$ cat src/rtl/com_slink_tx_arb_pkg.sv
// Shared constants, word layout and FSM encoding for the SLINK transmit arbiter.
package com_slink_tx_arb_pkg;

  localparam int PORT_NUM = 4;
  localparam int WORD_W   = 18;
  localparam int SOP_BIT  = 17;
  localparam int EOP_BIT  = 16;
  localparam int GAP_W    = 8;
  localparam int TOUT_W   = 16;

  typedef enum logic [1:0] {
    ST_IDLE = 2'd0,
    ST_ARB  = 2'd1,
    ST_XFER = 2'd2,
    ST_GAP  = 2'd3
  } arb_state_e;

  // Index of the set bit in a one-hot port vector (0 when none set).
  function automatic logic [1:0] oh_to_idx(input logic [PORT_NUM-1:0] oh);
    logic [1:0] idx;
    idx = '0;
    for (int i = 0; i < PORT_NUM; i++) begin
      if (oh[i]) idx = 2'(i);
    end
    return idx;
  endfunction

endpackage

$ cat src/rtl/com_slink_tx_arb_if.sv
// Requester-side and transmitter-side signals of the SLINK transmit arbiter.
// slave = arbiter view, master = environment view.
interface com_slink_tx_arb_if;
  import com_slink_tx_arb_pkg::*;

  logic [PORT_NUM-1:0]        port_en;
  logic [PORT_NUM-1:0]        req_empty;
  logic [PORT_NUM-1:0]        req_rdreq;
  logic [PORT_NUM*WORD_W-1:0] req_data;
  logic [PORT_NUM-1:0]        req_dval;
  logic                       tx_rdreq;
  logic [WORD_W-1:0]          tx_data;
  logic                       tx_dval;
  logic                       tx_empty;
  logic [PORT_NUM-1:0]        grant;
  logic                       tx_eop;
  logic                       arb_err;

  modport master (
    output port_en, req_empty, req_data, req_dval, tx_rdreq,
    input  req_rdreq, tx_data, tx_dval, tx_empty, grant, tx_eop, arb_err
  );

  modport slave (
    input  port_en, req_empty, req_data, req_dval, tx_rdreq,
    output req_rdreq, tx_data, tx_dval, tx_empty, grant, tx_eop, arb_err
  );

endinterface

$ cat src/rtl/com_rr_arb4.sv
// Combinational 4-way round-robin selector: first eligible port after ptr.
module com_rr_arb4
  import com_slink_tx_arb_pkg::*;
(
  input  logic [PORT_NUM-1:0] elig,
  input  logic [1:0]          ptr,
  output logic [PORT_NUM-1:0] gnt
);

  logic [1:0] idx;
  logic       found;

  // Scan starting one past the last-served port, wrapping 3 -> 0
  always_comb begin
    gnt   = '0;
    found = 1'b0;
    idx   = '0;
    for (int k = 1; k <= PORT_NUM; k++) begin
      idx = ptr + 2'(k);
      if (!found && elig[idx]) begin
        gnt[idx] = 1'b1;
        found    = 1'b1;
      end
    end
  end

endmodule

$ cat src/rtl/com_slink_tx_arb.sv
// Packet arbiter: round-robin selects one of four requesters and forwards
// its packet word by word to the SLINK transmitter, with an inter-packet
// gap and a watchdog that abandons a stalled requester.
//
//  state | meaning
//  IDLE  | no owner, waiting for an enabled non-empty requester
//  ARB   | pick next owner round-robin, register grant
//  XFER  | forward owner's words until EOP or watchdog expiry
//  GAP   | mandatory idle spacing before the next packet
module com_slink_tx_arb
  import com_slink_tx_arb_pkg::*;
#(
  parameter int GAP_CYC  = 8,
  parameter int TOUT_CYC = 1023
) (
  input  logic               clk_125m,
  input  logic               rst_125m,
  com_slink_tx_arb_if.slave  bus
);

  localparam logic [GAP_W-1:0]  GAP_LAST  = GAP_W'(GAP_CYC - 1);
  localparam logic [TOUT_W-1:0] TOUT_LAST = TOUT_W'(TOUT_CYC - 1);

  arb_state_e          state_q, state_d;
  logic [PORT_NUM-1:0] grant_q, grant_d;
  logic [1:0]          ptr_q, ptr_d;
  logic [TOUT_W-1:0]   tout_q, tout_d;
  logic [GAP_W-1:0]    gap_q, gap_d;
  logic [WORD_W-1:0]   tx_data_q, tx_data_d;
  logic                tx_dval_q, tx_dval_d;
  logic                tx_eop_q, tx_eop_d;
  logic                arb_err_q, arb_err_d;

  logic [PORT_NUM-1:0] elig;
  logic [PORT_NUM-1:0] rr_gnt;
  logic [PORT_NUM-1:0] req_rdreq_c;
  logic [WORD_W-1:0]   g_word;
  logic                g_dval;

  assign elig = ~bus.req_empty & bus.port_en;

  com_rr_arb4 u_rr (
    .elig (elig),
    .ptr  (ptr_q),
    .gnt  (rr_gnt)
  );

  // Select the current owner's word and valid; other ports are never seen
  always_comb begin
    g_word = '0;
    g_dval = 1'b0;
    for (int i = 0; i < PORT_NUM; i++) begin
      if (grant_q[i]) begin
        g_word = bus.req_data[i*WORD_W +: WORD_W];
        g_dval = bus.req_dval[i];
      end
    end
  end

  // Next-state, counters and output staging
  always_comb begin
    state_d     = state_q;
    grant_d     = grant_q;
    ptr_d       = ptr_q;
    tout_d      = tout_q;
    gap_d       = gap_q;
    tx_data_d   = tx_data_q;
    tx_dval_d   = 1'b0;
    tx_eop_d    = 1'b0;
    arb_err_d   = 1'b0;
    req_rdreq_c = '0;
    unique case (state_q)
      ST_IDLE: begin
        if (|elig) state_d = ST_ARB;
      end
      ST_ARB: begin
        if (|rr_gnt) begin
          grant_d = rr_gnt;
          ptr_d   = oh_to_idx(rr_gnt);
          tout_d  = '0;
          state_d = ST_XFER;
        end else begin
          state_d = ST_IDLE;
        end
      end
      ST_XFER: begin
        req_rdreq_c = grant_q & {PORT_NUM{bus.tx_rdreq}};
        if (g_dval) begin
          // a word arriving on the expiry cycle still counts, so EOP beats abort
          tx_data_d = g_word;
          tx_dval_d = 1'b1;
          tout_d    = '0;
          if (g_word[EOP_BIT]) begin
            tx_eop_d = 1'b1;
            grant_d  = '0;
            gap_d    = '0;
            state_d  = ST_GAP;
          end
        end else if (tout_q >= TOUT_LAST) begin
          arb_err_d = 1'b1;
          grant_d   = '0;
          gap_d     = '0;
          state_d   = ST_GAP;
        end else begin
          tout_d = (tout_q == '1) ? tout_q : tout_q + 1'b1;
        end
      end
      ST_GAP: begin
        if (gap_q >= GAP_LAST) begin
          state_d = ST_IDLE;
        end else begin
          gap_d = (gap_q == '1) ? gap_q : gap_q + 1'b1;
        end
      end
      default: state_d = ST_IDLE;
    endcase
  end

  // State register; pointer starts at 3 so port 0 wins the first arbitration
  always_ff @(posedge clk_125m or negedge rst_125m) begin
    if (!rst_125m) begin
      state_q   <= ST_IDLE;
      grant_q   <= '0;
      ptr_q     <= 2'd3;
      tout_q    <= '0;
      gap_q     <= '0;
      tx_data_q <= '0;
      tx_dval_q <= 1'b0;
      tx_eop_q  <= 1'b0;
      arb_err_q <= 1'b0;
    end else begin
      state_q   <= state_d;
      grant_q   <= grant_d;
      ptr_q     <= ptr_d;
      tout_q    <= tout_d;
      gap_q     <= gap_d;
      tx_data_q <= tx_data_d;
      tx_dval_q <= tx_dval_d;
      tx_eop_q  <= tx_eop_d;
      arb_err_q <= arb_err_d;
    end
  end

  assign bus.req_rdreq = req_rdreq_c;
  assign bus.tx_data   = tx_data_q;
  assign bus.tx_dval   = tx_dval_q;
  assign bus.tx_eop    = tx_eop_q;
  assign bus.arb_err   = arb_err_q;
  assign bus.grant     = grant_q;
  assign bus.tx_empty  = (state_q != ST_XFER);

endmodule

$ cat src/flat_wrapper.sv
// flat-port wrapper written by rule: the top's interface ports become plain ports
module com_slink_tx_arb_flat import com_slink_tx_arb_pkg::*;
#(
  parameter int GAP_CYC  = 8,
  parameter int TOUT_CYC = 1023
)
  (clk_125m, rst_125m, bus_port_en, bus_req_empty, bus_req_data, bus_req_dval, bus_tx_rdreq, bus_req_rdreq, bus_tx_data, bus_tx_dval, bus_tx_empty, bus_grant, bus_tx_eop, bus_arb_err);
  com_slink_tx_arb_if bus_i ();
  input  logic clk_125m;
  input  logic rst_125m;
  input wire logic [$bits(bus_i.port_en)-1:0] bus_port_en;
  input wire logic [$bits(bus_i.req_empty)-1:0] bus_req_empty;
  input wire logic [$bits(bus_i.req_data)-1:0] bus_req_data;
  input wire logic [$bits(bus_i.req_dval)-1:0] bus_req_dval;
  input wire logic [$bits(bus_i.tx_rdreq)-1:0] bus_tx_rdreq;
  output wire logic [$bits(bus_i.req_rdreq)-1:0] bus_req_rdreq;
  output wire logic [$bits(bus_i.tx_data)-1:0] bus_tx_data;
  output wire logic [$bits(bus_i.tx_dval)-1:0] bus_tx_dval;
  output wire logic [$bits(bus_i.tx_empty)-1:0] bus_tx_empty;
  output wire logic [$bits(bus_i.grant)-1:0] bus_grant;
  output wire logic [$bits(bus_i.tx_eop)-1:0] bus_tx_eop;
  output wire logic [$bits(bus_i.arb_err)-1:0] bus_arb_err;
  assign bus_i.port_en = bus_port_en;
  assign bus_i.req_empty = bus_req_empty;
  assign bus_i.req_data = bus_req_data;
  assign bus_i.req_dval = bus_req_dval;
  assign bus_i.tx_rdreq = bus_tx_rdreq;
  assign bus_req_rdreq = bus_i.req_rdreq;
  assign bus_tx_data = bus_i.tx_data;
  assign bus_tx_dval = bus_i.tx_dval;
  assign bus_tx_empty = bus_i.tx_empty;
  assign bus_grant = bus_i.grant;
  assign bus_tx_eop = bus_i.tx_eop;
  assign bus_arb_err = bus_i.arb_err;
  com_slink_tx_arb #(.GAP_CYC(GAP_CYC), .TOUT_CYC(TOUT_CYC)) u_core (.clk_125m(clk_125m), .rst_125m(rst_125m), .bus(bus_i));
endmodule
$ cat config.mk
export PLATFORM = sky130hd
export DESIGN_NAME = com_slink_tx_arb_flat
export DESIGN_NICKNAME = d
export VERILOG_FILES = /design/src/rtl/com_slink_tx_arb_pkg.sv /design/src/rtl/com_slink_tx_arb_if.sv /design/src/rtl/com_rr_arb4.sv /design/src/rtl/com_slink_tx_arb.sv /design/src/flat_wrapper.sv
export SDC_FILE = /design/constraint.sdc
export NUM_CORES = 1
export LEC_CHECK = 0
export ABC_AREA = 1
export CAP_MARGIN = 20
export CORE_UTILIZATION = 46
export CTS_BUF_LIST = sky130_fd_sc_hd__clkbuf_16
export DETAILED_ROUTE_END_ITERATION = 8
export PLACE_DENSITY = 0.85
export SYNTH_ARGS = -nofsm -noshare
export SYNTH_HDL_FRONTEND = slang
export SYNTH_HIERARCHICAL = 1
export SYNTH_SLANG_ARGS = --single-unit
$ cat constraint.sdc
create_clock -name clk_125m -period 3.31 [get_ports clk_125m]
set_input_delay 0.662 -clock clk_125m [delete_from_list [all_inputs] [get_ports clk_125m]]
set_output_delay 0.662 -clock clk_125m [all_outputs]
set_load 0.005 [all_outputs]
Word level (Yosys, flattened, before mapping). Cells that the tools add are included.

Register bits: 53. Input port bits: 87.

Add/sub/neg operators: 5. Order comparisons: 10. Eq/ne operators: 15. Mux-type cells: 66. Bitwise gates (word level): 6. Reductions and logical operators: 21.

Operators by type and width (number): 18-bit 2-to-1 mux (4); 16-bit 2-to-1 mux (4); 8-bit 2-to-1 mux (5); 4-bit 2-to-1 mux (9); 16-bit one-hot mux with 2 select lines (1); 1-bit 2-to-1 mux (24); 16-bit by 1-bit adder with 16-bit output (second input constant) (1); 16-bit == test (second input constant) (1); 16-bit by 10-bit greater-or-equal comparator with 1-bit output (second input constant) (1); 2-bit 2-to-1 mux (8); 8-bit one-hot mux with 2 select lines (1); 2-bit by 3-bit less-than comparator with 1-bit output (second input constant) (4); 4-bit bitwise OR (3); 4-bit AND reduction (3); 3-bit by 2-bit != test with 1-bit output (second input constant) (3); 8-bit by 1-bit adder with 8-bit output (second input constant) (1); 4-bit bitwise AND (2); 1-bit binary-select mux with 2-bit select (4); 1-bit demux with 2-bit select (4); 8-bit == test (second input constant) (1); 2-bit by 1-bit greater-or-equal comparator with 1-bit output (second input constant) (4); 8-bit by 3-bit greater-or-equal comparator with 1-bit output (second input constant) (1); 2-bit one-hot mux with 4 select lines (1); 4-bit one-hot mux with 2 select lines (1); 15 further kinds (32).

Logic depth before layout (Yosys ltp). Gate-level depths: netlist (run 1).

Word-level depth: 17. Depth in mapped cells: 19. Mapped depth without buffers: 19.

Cells and area by module. The synthesis (run 1) kept the hierarchy.

Modules (own cells, without submodules): com_slink_tx_arb (times used 1, cells an instance 420, area an instance 3030.4 µm², seq. area each 1328.8 µm²); com_rr_arb4 (times used 1, cells an instance 75, area an instance 421.7 µm², seq. area each 0.0 µm²).

Worst setup path before layout (run 1). OpenSTA, ideal clock, no wires.

Path type: register to register. From: register u_core.ptr_q[0]. To: register u_core.tout_q[0]. Library setup time: 0.120 ns. Arrival: 2.505 ns. Required time: 3.190 ns. Setup slack: 0.685 ns. Stages on the path, launching flop included: 18. Path buffers: 1. Period minus slack after synthesis: 2.625 ns. Cell sequence: dfstp_2 -> inv_2 -> ha_1 -> inv_1 -> nand3_2 -> nand2_4 -> nand2_4 -> nor2_4 -> nand2_1 -> nand3_1 -> inv_1 -> a31oi_4 -> inv_2 -> nand2_2 -> o21ai_4 -> buf_6 -> nor2_1 -> nor2_2.

Longest elaborated chain between the ends: 16. Elaborated cells between the ends (all ways): 50. Classes of those cells: add/sub (3); order compare (8); eq/ne (1); mux (23); bitwise (3); reduce/logical (12).

Ends and longest elaborated chain: start: declaration (RTL line com_slink_tx_arb.sv:26) `logic [1:0] ptr_q, ptr_d;`; start signal: assignment (RTL line com_slink_tx_arb.sv:134) `ptr_q <= ptr_d;`; branches (longest 12 deep; another with 2-bit by 3-bit less-than comparator with 1-bit output); 4-bit 2-to-1 mux * (RTL line com_rr_arb4.sv:20) `if (!found && elig[idx]) begin`; via u_core.rr_gnt[0] (RTL line com_slink_tx_arb.sv:35) `logic [PORT_NUM-1:0] rr_gnt;`; 4-bit OR reduction * (RTL line com_slink_tx_arb.sv:77) `if (|rr_gnt) begin`; 2-bit by 1-bit != test with 1-bit output (no source line) *; 4-bit AND reduction (no source line) *; end signal: assignment (RTL line com_slink_tx_arb.sv:135) `tout_q <= tout_d;`; end: declaration (RTL line com_slink_tx_arb.sv:27) `logic [TOUT_W-1:0] tout_q, tout_d;`.

Mark *: on every way through the listed nets, which the timed path passes. The select of a mux whose other input is x is not followed. A chain may end at the register's enable or synchronous reset.

Final worst setup path (run 1).
From: register u_core.ptr_q[1]. To: register u_core.tout_q[7].

The elaborated chain is that of the path after synthesis.

==> run summary, run 1 <==
Area delta synth->final = 41.6%
Critical Path End Type = flip-flop
Routed Antenna Nets = 0
Final worst-path cycle share = 0.930
1st-iter DRT viols = 223
Post-cts resize count = 0
Yosys cell types = 34
Commonest non-fill, non-tap cell in the layout = nand2_1
Clock Pin Slew Worst Setup and Hold Paths = 0.07 ns
Final Hold Fails = 0
Die area = 7860 sq um
Root buffer cell = clkbuf_16
Ys Warns = 6
Core region area = 7250 sq um
Critical path type = reg2reg
Routability Congestion = 0.858
Arrival @ worst endpoint = 3.26 ns
CTS buffer count = 5
Vias per inst = 5.20
RSZ-0062 raised after global routing = no
Setup TNS = 0 ns
Grt total ovfl = 0
Worst-Skew Late Latency = 0.28 ns
Final setup violating endpoints = 0
Power density over the cells = 391 nW/um^2
Largest net degree at the start of global routing = 37
Drt first pass iters = 4
Post-route cell area = 4890 sq um
Peak supply drop = 0.000220 V
Worst min path class = in2async
Peak fanout along the critical path = 9
Setup bufs post-CTS = 0
I/O pins = 117
Synthesized cell area = 3450 sq um
CP Data Required Time = 3.49 ns
Clock period minus final worst setup slack = 3.08 ns
CTS Buffer Depth = 2
Post-CTS Hold Fix Bufs = 0
Total routed wirelength = 9950 um
Slew at the pin closest to its max-slew limit = 0.481 ns
Area leader, netlist = dfrtp_1
Synth top area cells = dfrtp_1 (37%), nand2_1 (18%), o21ai_0 (7.5%)
First-pass GRT wire length = 15500 um
Rows = 31
Placed cell area = 4720 sq um
Die Span X = 88.6 um
Number of synthesized flops with an enable pin = 0
Final core utilization = 0.674
Post-Place Worst Slack = 0.104 ns
CTS tree = done
Most frequent cells in the layout = nand2_1 (164), clkdlybuf4s50_1 (115), o21ai_0 (52)
Max Clk Rate = 0.325 GHz
Initial antenna violation count = 0
Overall power = 1.91 mW
Syn Inst Count = 495
# DRC = 0
Chip Height = 88.6 um
Max Clock Skew = 0.00514 ns
Most used DFF post-synth = dfrtp_1
Via count = 3698
Synth top area share = 0.370
Vias in the first global route = 3494
Sequential share of the synthesized area = 0.385
Syn avg cell area = 6.97 sq um
Detailed Place HPWL = 7590 um
Leakage = 2.36 nW
Total GRT Usage = 0.252
Initial Util = 0.476
Share of cells above drive strength 1 = 0.0735
# Max-Cap Violations = 0
CTS HTree Levels = 2
Post-Syn Nets = 593
Post-DR wirelength/cell = 14.0 um
Final WS setup = 0.232 ns
Final net count = 709
Outcome = complete, no violations
# port buffers = 116
Yosys reg bits = 53
Final Max Slew Viols = 0
Critical path startpoint category = flip-flop
Fraction of registers with async set/reset = 1.00
Slew HR = 0.679
N_diodes = 0
Clock Sink Count = 53
==> critical path, cell delays in order (launching register included) <==
cell	delay [ns]
dfstp_2	0.64
inv_1	0.17
ha_1	0.37
inv_1	0.08
nand3_2	0.13
nand2_4	0.09
nand2_4	0.08
inv_2	0.06
nand3_1	0.08
nand3_1	0.15
nor2_1	0.29
a31oi_4	0.17
inv_2	0.13
nand2_2	0.08
o21ai_4	0.13
inv_1	0.17
nand2_1	0.10
nand2_1	0.05
==> cells by family (layout without fill, tap and decap cells) <==
group | Yosys count | count (layout) | share of synthesized area
simple gates | 272 | 272 | 0.346
fa+ha+maj | 11 | 11 | 0.0399
compound gates | 90 | 90 | 0.141
xor+xnor | 6 | 6 | 0.0152
buf+inv | 63 | 180 | 0.0732
flops | 53 | 53 | 0.385
==> worst paths after layout <==
| path | from | endpoint | slack, ns | cells after the start |
|---|---|---|---|---|
| hold / removal | rst_125m | u_core/gap_q[0] | 0.33 | 1 |
| setup reg to reg | u_core/ptr_q[1] | u_core/tout_q[7] | 0.23 | 17 |
| hold reg to reg | u_core/gap_q[5] | u_core/gap_q[5] | 0.47 | 2 |
| min in group clk_125m | u_core/gap_q[5] | u_core/gap_q[5] | 0.47 | 2 |
| setup / recovery | u_core/ptr_q[1] | u_core/tout_q[7] | 0.23 | 17 |
| max in group asynchronous | rst_125m | u_core/ptr_q[0] | 2.14 | 2 |
==> cells in the mapped netlist (2+ instances only) <==
cell type,count
xnor2_1,2
inv_1,41
nand2_1,164
dfstp_2,2
o21ai_1,11
inv_2,6
buf_2,6
nor2_2,2
nand3_1,37
clkbuf_1,6
nor2_1,33
o21ai_0,52
ha_1,11
nand3_2,4
a21oi_1,22
or2_2,3
nor3_1,8
nor2_4,3
nand2_4,2
nand4_1,10
dfrtp_1,51
nand2_2,4
xor2_1,4
==> routing by layer <==
layer | track usage | wire length (um) | up-vias
li1 | - | - | 1835
met2 | 0.457 | 5150 | 119
met5 | 0 | 0 | -
met1 | 0.300 | 4060 | 1722
met4 | 0.0953 | 206 | 0
met3 | 0.0401 | 543 | 22
==> flip-flops by register name (all words and copies together) (netlist names), named ones only <==
name / flops
u_core/bus.tx_data: 18
u_core/tout_q: 16
u_core/gap_q: 8
u_core/bus.grant: 4
u_core/ptr_q: 2
u_core/bus.arb_err: 1
u_core/bus.tx_dval: 1
u_core/bus.tx_eop: 1
u_core/state_q: 1
==> area by class of cell <==
cell class                 count  area, sq um
clock inverter                 3         42.5
tap                           99          124
inverter                      48          180
fill                         620         2370
multi-input combinational    379         1870
timing repair buffer         124         1220
sequential                    53         1330
clock buffer                   5          125
==> power breakdown <==
part           switching, mW  leakage [nW]  total, mW  internal (mW)
clock                  0.222        0.0852      0.578          0.355
combinational          0.275          1.56      0.521          0.246
sequential            0.0934         0.713      0.814          0.721
total                  0.591          2.36       1.91           1.32
==> metrics by stage <==
stage          cells  hold slack, ns
4_1_cts          711           0.340
3_3_place_gp     703           0.449
6_report         711           0.330
3_5_place_dp     703           0.453
2_1_floorplan    495           0.366
5_1_grt          711           0.354
(Power assumes the default switching activity.)
==> run 2: changes to the inputs <==
--- a/config.mk
+++ b/config.mk
@@ -6,7 +6,7 @@
 export NUM_CORES = 1
 export LEC_CHECK = 0
 export ABC_AREA = 1
-export CAP_MARGIN = 20
+export CORE_MARGIN = 2
 export CORE_UTILIZATION = 46
 export CTS_BUF_LIST = sky130_fd_sc_hd__clkbuf_16
 export DETAILED_ROUTE_END_ITERATION = 8
@@ -15,3 +15,4 @@
 export SYNTH_HDL_FRONTEND = slang
 export SYNTH_HIERARCHICAL = 1
 export SYNTH_SLANG_ARGS = --single-unit
+export TNS_END_PERCENT = 1
==> run 2 against run 1 <==
Compared with the run above: worst setup slack improved by 0.054 ns; combinational power shrank 2%; cell count rose by 0.14%; count of clock-buffer cells in the layout unchanged; routed wire length decreased by 3.0%; final area decreased by 0.41%; largest power group unchanged; non-clock buffer count rose by 1; via count down 0.35%.
==> run summary, run 2 (synthesis gave the netlist of run 1 again) <==
Clock Pin Slew Worst Setup and Hold Paths = 0.06 ns
Final Hold Fails = 0
Final setup violating endpoints = 0
Critical Path End Type = flip-flop
# DRC = 0
Largest register FFs = 18
Peak supply drop = 0.000238 V
Total routed wirelength = 9650 um
Final core utilization = 0.671
Power density over the cells = 373 nW/um^2
Area delta synth->final = 41.0%
CTS tree = done
Max Clock Skew = 0.00243 ns
Setup bufs post-CTS = 0
Post-DR wirelength/cell = 13.6 um
Routability Congestion = 0.920
Via count = 3685
CTS Buffer Depth = 2
Die area = 8210 sq um
CP Data Required Time = 3.51 ns
Rows = 31
Die Span X = 90.6 um
N_diodes = 0
Drt first pass iters = 5
Arrival @ worst endpoint = 3.22 ns
RSZ-0062 raised after global routing = no
CTS HTree Levels = 2
Grt total ovfl = 0
Largest net degree at the start of global routing = 37
Routed Antenna Nets = 0
# Max-Cap Violations = 0
Final Max Slew Viols = 0
Leakage = 2.35 nW
Vias per inst = 5.18
Vias in the first global route = 3342
Worst-Skew Late Latency = 0.29 ns
Chip Height = 90.6 um
Slew HR = 0.604
First-pass GRT wire length = 15900 um
Post-CTS Hold Fix Bufs = 0
Initial Util = 0.476
Initial antenna violation count = 0
Detailed Place HPWL = 7400 um
Critical path type = reg2reg
Post-cts resize count = 0
Slew at the pin closest to its max-slew limit = 0.595 ns
I/O pins = 117
Final worst-path cycle share = 0.914
Max Clk Rate = 0.331 GHz
GR peak layer = met2
Clock Sink Count = 53
Commonest non-fill, non-tap cell in the layout = nand2_1
1st-iter DRT viols = 174
Met1 Track Usage GR = 0.299
M2 GR Usage = 0.408
Outcome = complete, no violations
Most frequent cells in the layout = nand2_1 (164), clkdlybuf4s50_1 (115), o21ai_0 (52)
Worst min path class = in2async
Peak fanout along the critical path = 10
# port buffers = 116
Final net count = 710
Total GRT Usage = 0.235
Clock period minus final worst setup slack = 3.02 ns
Share of cells above drive strength 1 = 0.0750
Root buffer cell = clkbuf_16
CTS buffer count = 5
Worst hold margin = 0.373 ns
Core region area = 7250 sq um
Critical path startpoint category = flip-flop
Setup TNS = 0 ns
GR Util met3 = 0.0367
## run 2: layer usage
metal,wire length (um),vias to the layer above
met3,484,13
met1,4030,1744
met4,153,0
li1,-,1831
met5,0,-
met2,4980,97
## run 2: final timing paths
path                       slack (ns)                end  cells after the start            start
max in group asynchronous        2.24    u_core/ptr_q[1]                      2         rst_125m
min in group clk_125m            0.47    u_core/gap_q[7]                      2  u_core/gap_q[7]
setup / recovery                 0.29  u_core/tout_q[10]                     16  u_core/ptr_q[1]
setup reg to reg                 0.29  u_core/tout_q[10]                     16  u_core/ptr_q[1]
hold reg to reg                  0.47    u_core/gap_q[7]                      2  u_core/gap_q[7]
hold / removal                   0.37    u_core/gap_q[4]                      1         rst_125m
## run 2: layout make-up
cell class / count / area (sq um)
Multi-Input combinational cell: 379 / 1870
Clock inverter: 3 / 12.5
Tap cell: 99 / 124
Inverter: 48 / 180
Fill cell: 630 / 2390
Timing Repair Buffer: 125 / 1220
Clock buffer: 5 / 125
Sequential cell: 53 / 1330
## run 2: metrics by stage
step | std cells | power, mW | area [sq um] | worst slack (ns)
floorplan | 495 | 1.11 | 3450 | 0.685
global placement | 704 | 1.30 | 4730 | 0.244
detailed placement | 704 | 1.33 | 4730 | 0.0833
CTS | 712 | 1.83 | 4860 | 0.276
global route | 712 | 1.93 | 4870 | 0.0512
finish | 712 | 1.82 | 4870 | 0.286
## run 2: power breakdown
group / total, mW / internal [mW] / switching, mW / leakage (nW)
logic: 0.509 / 0.242 / 0.267 / 1.56
clock network: 0.494 / 0.274 / 0.220 / 0.0687
registers: 0.813 / 0.721 / 0.0919 / 0.713
total: 1.82 / 1.24 / 0.579 / 2.35
## run 2: worst max-delay path, stage by stage (launching register included)
cell and delay [ns]:
dfstp_2 0.63, inv_1 0.17, ha_1 0.35, inv_1 0.11
nand3_2 0.15, nand2_4 0.12, nand2_4 0.07, nor2_4 0.13
nand2_1 0.06, nand3_1 0.15, nor2_2 0.08, a31oi_4 0.23
inv_2 0.10, nand2_2 0.10, o21ai_4 0.11, buf_4 0.19
o21ai_0 0.18
==> run 3: changes to the inputs <==
--- a/config.mk
+++ b/config.mk
@@ -11,6 +11,7 @@
 export CTS_BUF_LIST = sky130_fd_sc_hd__clkbuf_16
 export DETAILED_ROUTE_END_ITERATION = 8
 export PLACE_DENSITY = 0.85
+export REMOVE_ABC_BUFFERS = 1
 export SYNTH_ARGS = -nofsm -noshare
 export SYNTH_HDL_FRONTEND = slang
 export SYNTH_HIERARCHICAL = 1
==> run 3 against run 2 <==
Compared with the run above: core utilization shrank 0.34 points; global-route usage grew 2.5 points; routed wire length rose by 6.8%; final area is 0.51% lower; maximum frequency fell by 0.70%; cell count is 0.42% lower; via count about the same; register-to-register slack worse by 0.02 ns; clock power grew 0.8%; die area is the same; sequential share of layout area increased by 0.14 points; highest routed layer unchanged.
==> run summary, run 3 (synthesis gave the netlist of run 1 again) <==
# DRC = 0
Core region area = 7250 sq um
Placed cell area = 4700 sq um
Die area = 8210 sq um
Final Max Slew Viols = 0
Max Used Layer = met4
CP Data Required Time = 3.48 ns
Die Span X = 90.6 um
Slew at the pin closest to its max-slew limit = 0.659 ns
Final worst-path cycle share = 0.920
Total GRT Usage = 0.259
CTS HTree Levels = 2
Post-DR wirelength/cell = 14.5 um
Critical path startpoint category = flip-flop
Clock share of power = 0.273
Metal2 WL = 5000 um
Met3 wire len = 676 um
Seq pwr share = 0.445
Most frequent cells in the layout = nand2_1 (164), clkdlybuf4s50_1 (115), o21ai_0 (52)
Routed Antenna Nets = 0
Net switching fraction of the power = 0.324
CTS tree = done
Max Clk Rate = 0.328 GHz
Root buffer cell = clkbuf_16
FF-to-FF setup slack = 0.26 ns
Largest register FFs = 18
Rows = 31
Leakage = 2.33 nW
Peak fanout along the critical path = 12
Post-cts resize count = 0
Area delta synth->final = 40.3%
Worst min path class = in2async
Switching power = 0.592 mW
Chip Height = 90.6 um
Worst hold margin = 0.394 ns
Power density over the cells = 377 nW/um^2
Setup bufs post-CTS = 0
Commonest non-fill, non-tap cell in the layout = nand2_1
Clock Sink Count = 53
1st-iter DRT viols = 297
Final net count = 707
Final setup violating endpoints = 0
Total routed wirelength = 10300 um
Detailed Place HPWL = 7640 um
Initial antenna violation count = 0
Clock Pin Slew Worst Setup and Hold Paths = 0.07 ns
CTS buffer count = 5
Clock period minus final worst setup slack = 3.05 ns
I/O pins = 117
Max Clock Skew = 0.00318 ns
Critical path type = reg2reg
# Max-Cap Violations = 0
CTS Buffer Depth = 2
Via count = 3682
N_diodes = 0
Peak supply drop = 0.000200 V
Grt total ovfl = 0
Initial Util = 0.476
First-pass GRT wire length = 17500 um
Share of cells above drive strength 1 = 0.0689
Routability Congestion = 0.899
Comb pwr share = 0.282
Setup TNS = 0 ns
Slew HR = 0.561
# port buffers = 116
Int Power = 1.24 mW
Metal-1 WL = 4490 um
Final Hold Fails = 0
Post-route cell area = 4840 sq um
RSZ-0062 raised after global routing = no
Critical Path End Type = flip-flop
Vias per inst = 5.19
Post-CTS Hold Fix Bufs = 0
Arrival @ worst endpoint = 3.22 ns
Worst-Skew Late Latency = 0.29 ns
Outcome = complete, no violations
Drt first pass iters = 8
Overall power = 1.83 mW
Largest net degree at the start of global routing = 37
Vias in the first global route = 3586
## run 3: worst paths after layout
| check | to | start | cells after the start |
|---|---|---|---|
| worst max-delay path | u_core/tout_q[2] | u_core/ptr_q[0] | 17 |
| worst min-delay path | u_core/bus.tx_data[0] | rst_125m | 1 |
| worst max register to register | u_core/tout_q[2] | u_core/ptr_q[0] | 17 |
| worst min register to register | u_core/gap_q[7] | u_core/gap_q[7] | 2 |
| max in group asynchronous | u_core/ptr_q[0] | rst_125m | 2 |
| min in group clk_125m | u_core/gap_q[7] | u_core/gap_q[7] | 2 |
## run 3: metrics by stage
step            util  worst slack (ns)  instances
3_3_place_gp   0.649             0.248        701
4_1_cts        0.668             0.306        709
5_1_grt        0.668            0.0353        709
2_1_floorplan      -             0.641        480
6_report       0.668             0.265        709
3_5_place_dp   0.649            0.0871        701
## run 3: layer usage
metal | vias to the layer above | GRT usage
li1 | 1831 | -
met1 | 1697 | 0.337
met2 | 140 | 0.448
met3 | 14 | 0.0467
met4 | 0 | 0.0628
met5 | - | 0
## run 3: final cells by class
class                      instances  area [sq um]
sequential                        53          1330
multi-input combinational        379          1870
tap                               99           124
clock buffer                       5           125
clock inverter                     3          12.5
timing repair buffer             122          1200
inverter                          48           180
fill                             617          2410
## run 3: power by group through the flow
stage	Sequential [mW]	Clock (mW)	Combinational [mW]
6_report	0.813	0.498	0.516
5_1_grt	0.826	0.531	0.581
4_1_cts	0.813	0.504	0.514
3_5_place_dp	0.825	0	0.508
3_3_place_gp	0.820	0	0.483
2_1_floorplan	0.800	0	0.304
## run 3: worst max-delay path: stages, from the launching register on
cell,delay (ns)
dfstp_2,0.68
inv_2,0.16
ha_1,0.36
inv_1,0.10
nand3_2,0.14
nand2_4,0.13
nand2_4,0.07
nor2_4,0.13
nand2_1,0.07
nand3_1,0.11
inv_1,0.09
a31oi_4,0.25
inv_2,0.10
nand2_2,0.10
o21ai_4,0.11
buf_4,0.19
nand2_1,0.07
o21ai_0,0.08
